$ cat src/rtl/assertion_ctrl_mc.sv
// Multi-channel assertion on/off controller: level-change detection on per-channel and global
// on/off strobes, registered pulses, per-channel active state and saturating disable counters.
module assertion_ctrl_mc #(
   parameter int              NCH          = 8,
   parameter int              CNT_W        = 16,
   parameter logic [NCH-1:0]  RESET_ACTIVE = {NCH{1'b1}},
   localparam int             RD_W         = (NCH > 1) ? $clog2(NCH) : 1
) (
   input  logic              fclk,
   input  logic              rst,
   input  logic              event_on,
   input  logic [NCH-1:0]    on_s,
   input  logic [NCH-1:0]    off_s,
   input  logic              global_on_s,
   input  logic              global_off_s,
   input  logic              clr_cnt,
   input  logic [RD_W-1:0]   rd_sel,
   output logic [NCH-1:0]    on_p,
   output logic [NCH-1:0]    off_p,
   output logic [NCH-1:0]    active,
   output logic [NCH-1:0]    conflict_p,
   output logic              conflict_sticky,
   output logic [CNT_W-1:0]  rd_data
);

   localparam logic [CNT_W-1:0] CNT_MAX = {CNT_W{1'b1}};

   logic [NCH-1:0]   on_sd, off_sd;
   logic             gon_sd, goff_sd;
   logic [NCH-1:0]   on_ev, off_ev;
   logic             gon_ev, goff_ev;
   logic [NCH-1:0]   req_on, req_off, conflict;
   logic             g_on, g_off;
   logic [NCH-1:0]   on_nxt, off_nxt, conf_nxt;
   logic [CNT_W-1:0] cnt [NCH];
   logic [CNT_W-1:0] rd_mux;

   assign on_ev   = {NCH{event_on}} & (on_s ^ on_sd);
   assign off_ev  = {NCH{event_on}} & (off_s ^ off_sd);
   assign gon_ev  = event_on & (global_on_s ^ gon_sd);
   assign goff_ev = event_on & (global_off_s ^ goff_sd);

   // req_on/req_off already exclude the both-high case, so they never overlap a conflict
   assign req_on   = on_ev & on_s & ~off_s;
   assign req_off  = off_ev & off_s & ~on_s;
   assign conflict = on_ev & off_ev & on_s & off_s;
   assign g_on     = gon_ev & global_on_s & ~global_off_s;
   assign g_off    = goff_ev & global_off_s & ~global_on_s;

   always_comb begin
      on_nxt   = req_on;
      off_nxt  = req_off;
      conf_nxt = conflict;
      if (g_off) begin
         on_nxt   = '0;
         off_nxt  = '1;
         conf_nxt = '0;
      end else if (g_on) begin
         on_nxt   = '1;
         off_nxt  = '0;
         conf_nxt = '0;
      end
   end

   always_comb begin
      rd_mux = '0;
      for (int i = 0; i < NCH; i++) begin
         if (NCH == 1 || 32'(rd_sel) == i) rd_mux = cnt[i];
      end
   end

   always_ff @(posedge fclk) begin
      if (rst) begin
         on_sd           <= '0;
         off_sd          <= '0;
         gon_sd          <= 1'b0;
         goff_sd         <= 1'b0;
         on_p            <= '0;
         off_p           <= '0;
         conflict_p      <= '0;
         active          <= RESET_ACTIVE;
         conflict_sticky <= 1'b0;
         rd_data         <= '0;
         for (int i = 0; i < NCH; i++) cnt[i] <= '0;
      end else begin
         if (event_on) begin
            on_sd   <= on_s;
            off_sd  <= off_s;
            gon_sd  <= global_on_s;
            goff_sd <= global_off_s;
         end
         on_p       <= on_nxt;
         off_p      <= off_nxt;
         conflict_p <= conf_nxt;
         active     <= (active & ~off_nxt) | on_nxt;
         // a new conflict outranks a clear arriving in the same cycle
         conflict_sticky <= (|conf_nxt) | (conflict_sticky & ~clr_cnt);
         rd_data    <= rd_mux;
         for (int i = 0; i < NCH; i++) begin
            if (clr_cnt)
               cnt[i] <= '0;
            else if (off_nxt[i] && cnt[i] != CNT_MAX)
               cnt[i] <= cnt[i] + CNT_W'(1);
         end
      end
   end

endmodule

$ cat config.mk
export PLATFORM = sky130hd
export DESIGN_NAME = assertion_ctrl_mc
export DESIGN_NICKNAME = d
export VERILOG_FILES = /design/src/rtl/assertion_ctrl_mc.sv
export SDC_FILE = /design/constraint.sdc
export NUM_CORES = 1
export LEC_CHECK = 0
export ABC_AREA = 1
export BUFFER_PORTS_ARGS = -buffer_cell sky130_fd_sc_hd__buf_4
export CAP_MARGIN = 20
export CORE_MARGIN = 2
export CORE_UTILIZATION = 50
export DETAILED_ROUTE_END_ITERATION = 7
export GPL_TIMING_DRIVEN = 0
export PLACE_DENSITY = 0.67
export SKIP_CTS_REPAIR_TIMING = 1
export SLEW_MARGIN = 10
export SYNTH_ARGS = -nofsm -noshare
export SYNTH_HDL_FRONTEND = slang
export SYNTH_SLANG_ARGS = --single-unit
$ cat constraint.sdc
create_clock -name fclk -period 3.2 [get_ports fclk]
set_input_delay 0.16 -clock fclk [delete_from_list [all_inputs] [get_ports fclk]]
set_output_delay 0.16 -clock fclk [all_outputs]
set_load 0.02 [all_outputs]
==> run summary <==
Outcome = complete, but fails checks
Violated checks = negative hold slack
FF+latch area = 5180 sq um
Total number of nets in the final design = 1,411
Later-pin clock latency in the skew report = 440 ps
Synthesis-to-layout area growth = 14.0%
Number of flip-flops and latches in the synthesized netlist = 195
Data required time at the worst endpoint = 3190 ps
Most common cell after layout, fill and taps aside = nand2_1
Final Wtd Congestion = 0.891
WHS = -6.75 ps
Detailed-router iteration count before antenna repair = 6
Total number of yosys warnings = 0
Diode count = 0
Initial antenna violation count = 0
Buffer levels on the longest clock path = 2
Slew at the pin closest to its max-slew limit = 1070 ps
Arr. time, crit path = 2770 ps
Iter 0 DRT Violations = 588
Number of top-level pins = 74
Total via count in the routed design = 8,564
Wire length of the first global-routing pass = 41,300 um
Final min period = 2780 ps
Number of nets with antenna violations after detailed routing = 0
Clock slew at reported path FFs = 80 ps
Number of I/O port buffers = 71
Cell area after placement = 11,500 sq um
Clock tree from TritonCTS = yes
Yosys top cell by area = edfxtp_1
Total power after layout = 5650 uW
Number of core rows = 53
Critical path capture point type = flop
DRC = 0
Leakage = 0.00489 uW
Hold Path Depth = 3
Slew margin rel. = 0.285
TritonCTS Buffers = 17
Sum of negative setup slack = 0 ps
Mean instance size in the synthesized netlist = 8.22 sq um
Crit path kind = in2reg
End-of-flow core utilization = 0.577
Proportion of layout cells with a drive suffix above 1 = 0.124
Unique masters post-synth = 38
Average vias per placed instance = 5.14
Post-synthesis instance total = 1,287
Worst min-delay path category = in2reg
Post-detailed-route wirelength per cell = 15.5 um
Total number of H-tree levels = 4
Portion of synthesized cell area occupied by the leading cell type = 0.363
Die area = 22,300 sq um
Final Hold Viols = 2
Final setup fails = 0
Register area share after synthesis = 0.490
Setup skew after layout = 13.9 ps
Total of fill cells in the finished design = 1,912
Number of global-route vias before repair = 8,010
Final HPWL from detailed placement = 19,500 um
Core outline area = 20,900 sq um
Power density of the placed cells = 468 nW/um^2
Kind of start point of the critical path = primary input
Final Slew Violations = 0
Area of the multi-input gates = 4590 sq um
Largest cells by area after synthesis = edfxtp_1 (36%), dfxtp_1 (13%), nand2_1 (9.5%), nor2_1 (8.9%), xor2_1 (6.2%)
Synthesized cell area = 10,600 sq um
Timing-limited maximum frequency = 360 MHz
Max-cap viol count = 0
Critical path peak fanout = 16
Die Wd = 149 um
Syn Nets = 1,320
Maximum number of pins on one net before global-route repair = 21
Remaining global-route overflow = 0
VDD IR-drop max = 0.382 mV
Starting density of the core = 0.506
Unrepaired setup endpoints after global routing = false
Sum of routed wire length over all layers = 25,900 um
Root buf cell = clkbuf_16
Clock net sink count = 195
Y dimension of the die = 149 um
Number of cell instances on the worst register-to-register path = 9
Post-Layout Inst Area = 12,100 sq um
Final worst-path cycle share = 0.868
Global-route usage over all layers = 0.238
Leading cell types in the layout, fill and taps excluded = nand2_1 (267), nor2_1 (252), inv_1 (153), edfxtp_1 (128), xor2_1 (75)
-- power by group --
| group | switching, uW | internal [uW] |
|---|---|---|
| clock | 1090 | 1050 |
| sequential | 130 | 2810 |
| combinational | 365 | 197 |
| total | 1580 | 4060 |
-- cell families (layout without fill, tap and decap cells) --
| family | Yosys count | after routing | share of synthesized area |
|---|---|---|---|
| AND/OR/NAND/NOR | 710 | 710 | 0.300 |
| buffers and inverters | 193 | 297 | 0.0756 |
| XOR/XNOR | 105 | 105 | 0.0869 |
| adder cells (fa/ha/maj) | 8 | 8 | 0.00946 |
| flip-flops | 195 | 195 | 0.490 |
| AO/OA/AOI/OAI | 76 | 76 | 0.0383 |
-- registers in the layout, indices dropped and copies added, names as in the netlist --
name	count
off_sd	8
off_p	8
conflict_sticky	1
cnt	128
rd_data	16
active	8
on_sd	8
gon_sd	1
on_p	8
goff_sd	1
conflict_p	8
-- Yosys cell counts --
cell        n
a21oi_1    59
a21oi_2     1
a31oi_1     1
buf_1       2
buf_2       9
buf_4       3
buf_6       7
clkbuf_1   16
clkinv_1    1
dfxtp_1    67
edfxtp_1  128
ha_1        8
inv_1     153
inv_2       2
nand2_1   267
nand2_2     3
nand2_4     1
nand3_1    68
nand3_2     3
nand3_4     2
nand3b_1    5
nand4_1    46
nand4_4     2
nor2_1    252
nor2_2     14
nor2_4      4
nor3_1     20
nor3_2      5
nor3_4      2
nor3b_1     1
o211ai_2    2
o21ai_0    11
o21bai_1    2
or2_0       2
or2_1       4
or2_2       9
xnor2_1    30
xor2_1     75
-- cell type report --
type,count,area share
flip-flops and latches,195,0.430
multi-input cells,899,0.381
inverters,156,0.0485
repair buffers,72,0.0450
clock buffers,17,0.0353
well taps,275,0.0285
plain buffers,37,0.0177
clock inverters,15,0.0142
-- through the flow --
step	setup slack, ps	std cells
floorplan	989	1287
global placement	539	1633
detailed placement	492	1633
CTS	460	1665
global route	280	1666
finish	421	1666
-- worst max-delay path, stage by stage --
cell,delay (ps)
dlygate4sd3_1,540
buf_4,170
clkbuf_1,270
nor2_1,900
nand2_1,730
-- per-layer routing --
metal  wire, um  global-route usage  up-vias
li1           -                   -     4317
met1      11700               0.327     3992
met2      12400               0.396      228
met3       1320              0.0375       27
met4        459              0.0600        0
met5          0                   0        -
-- worst paths after layout --
path | startpoint | endpoint | slack (ps)
hold / removal | off_s[5] | off_sd[5] | -7
setup reg to reg | cnt[1][33] | cnt[1][47] | 470
hold reg to reg | on_sd[3] | on_sd[3] | 460
setup / recovery | rst | cnt[1][47] | 420
Power figures use the tool's default switching activity.
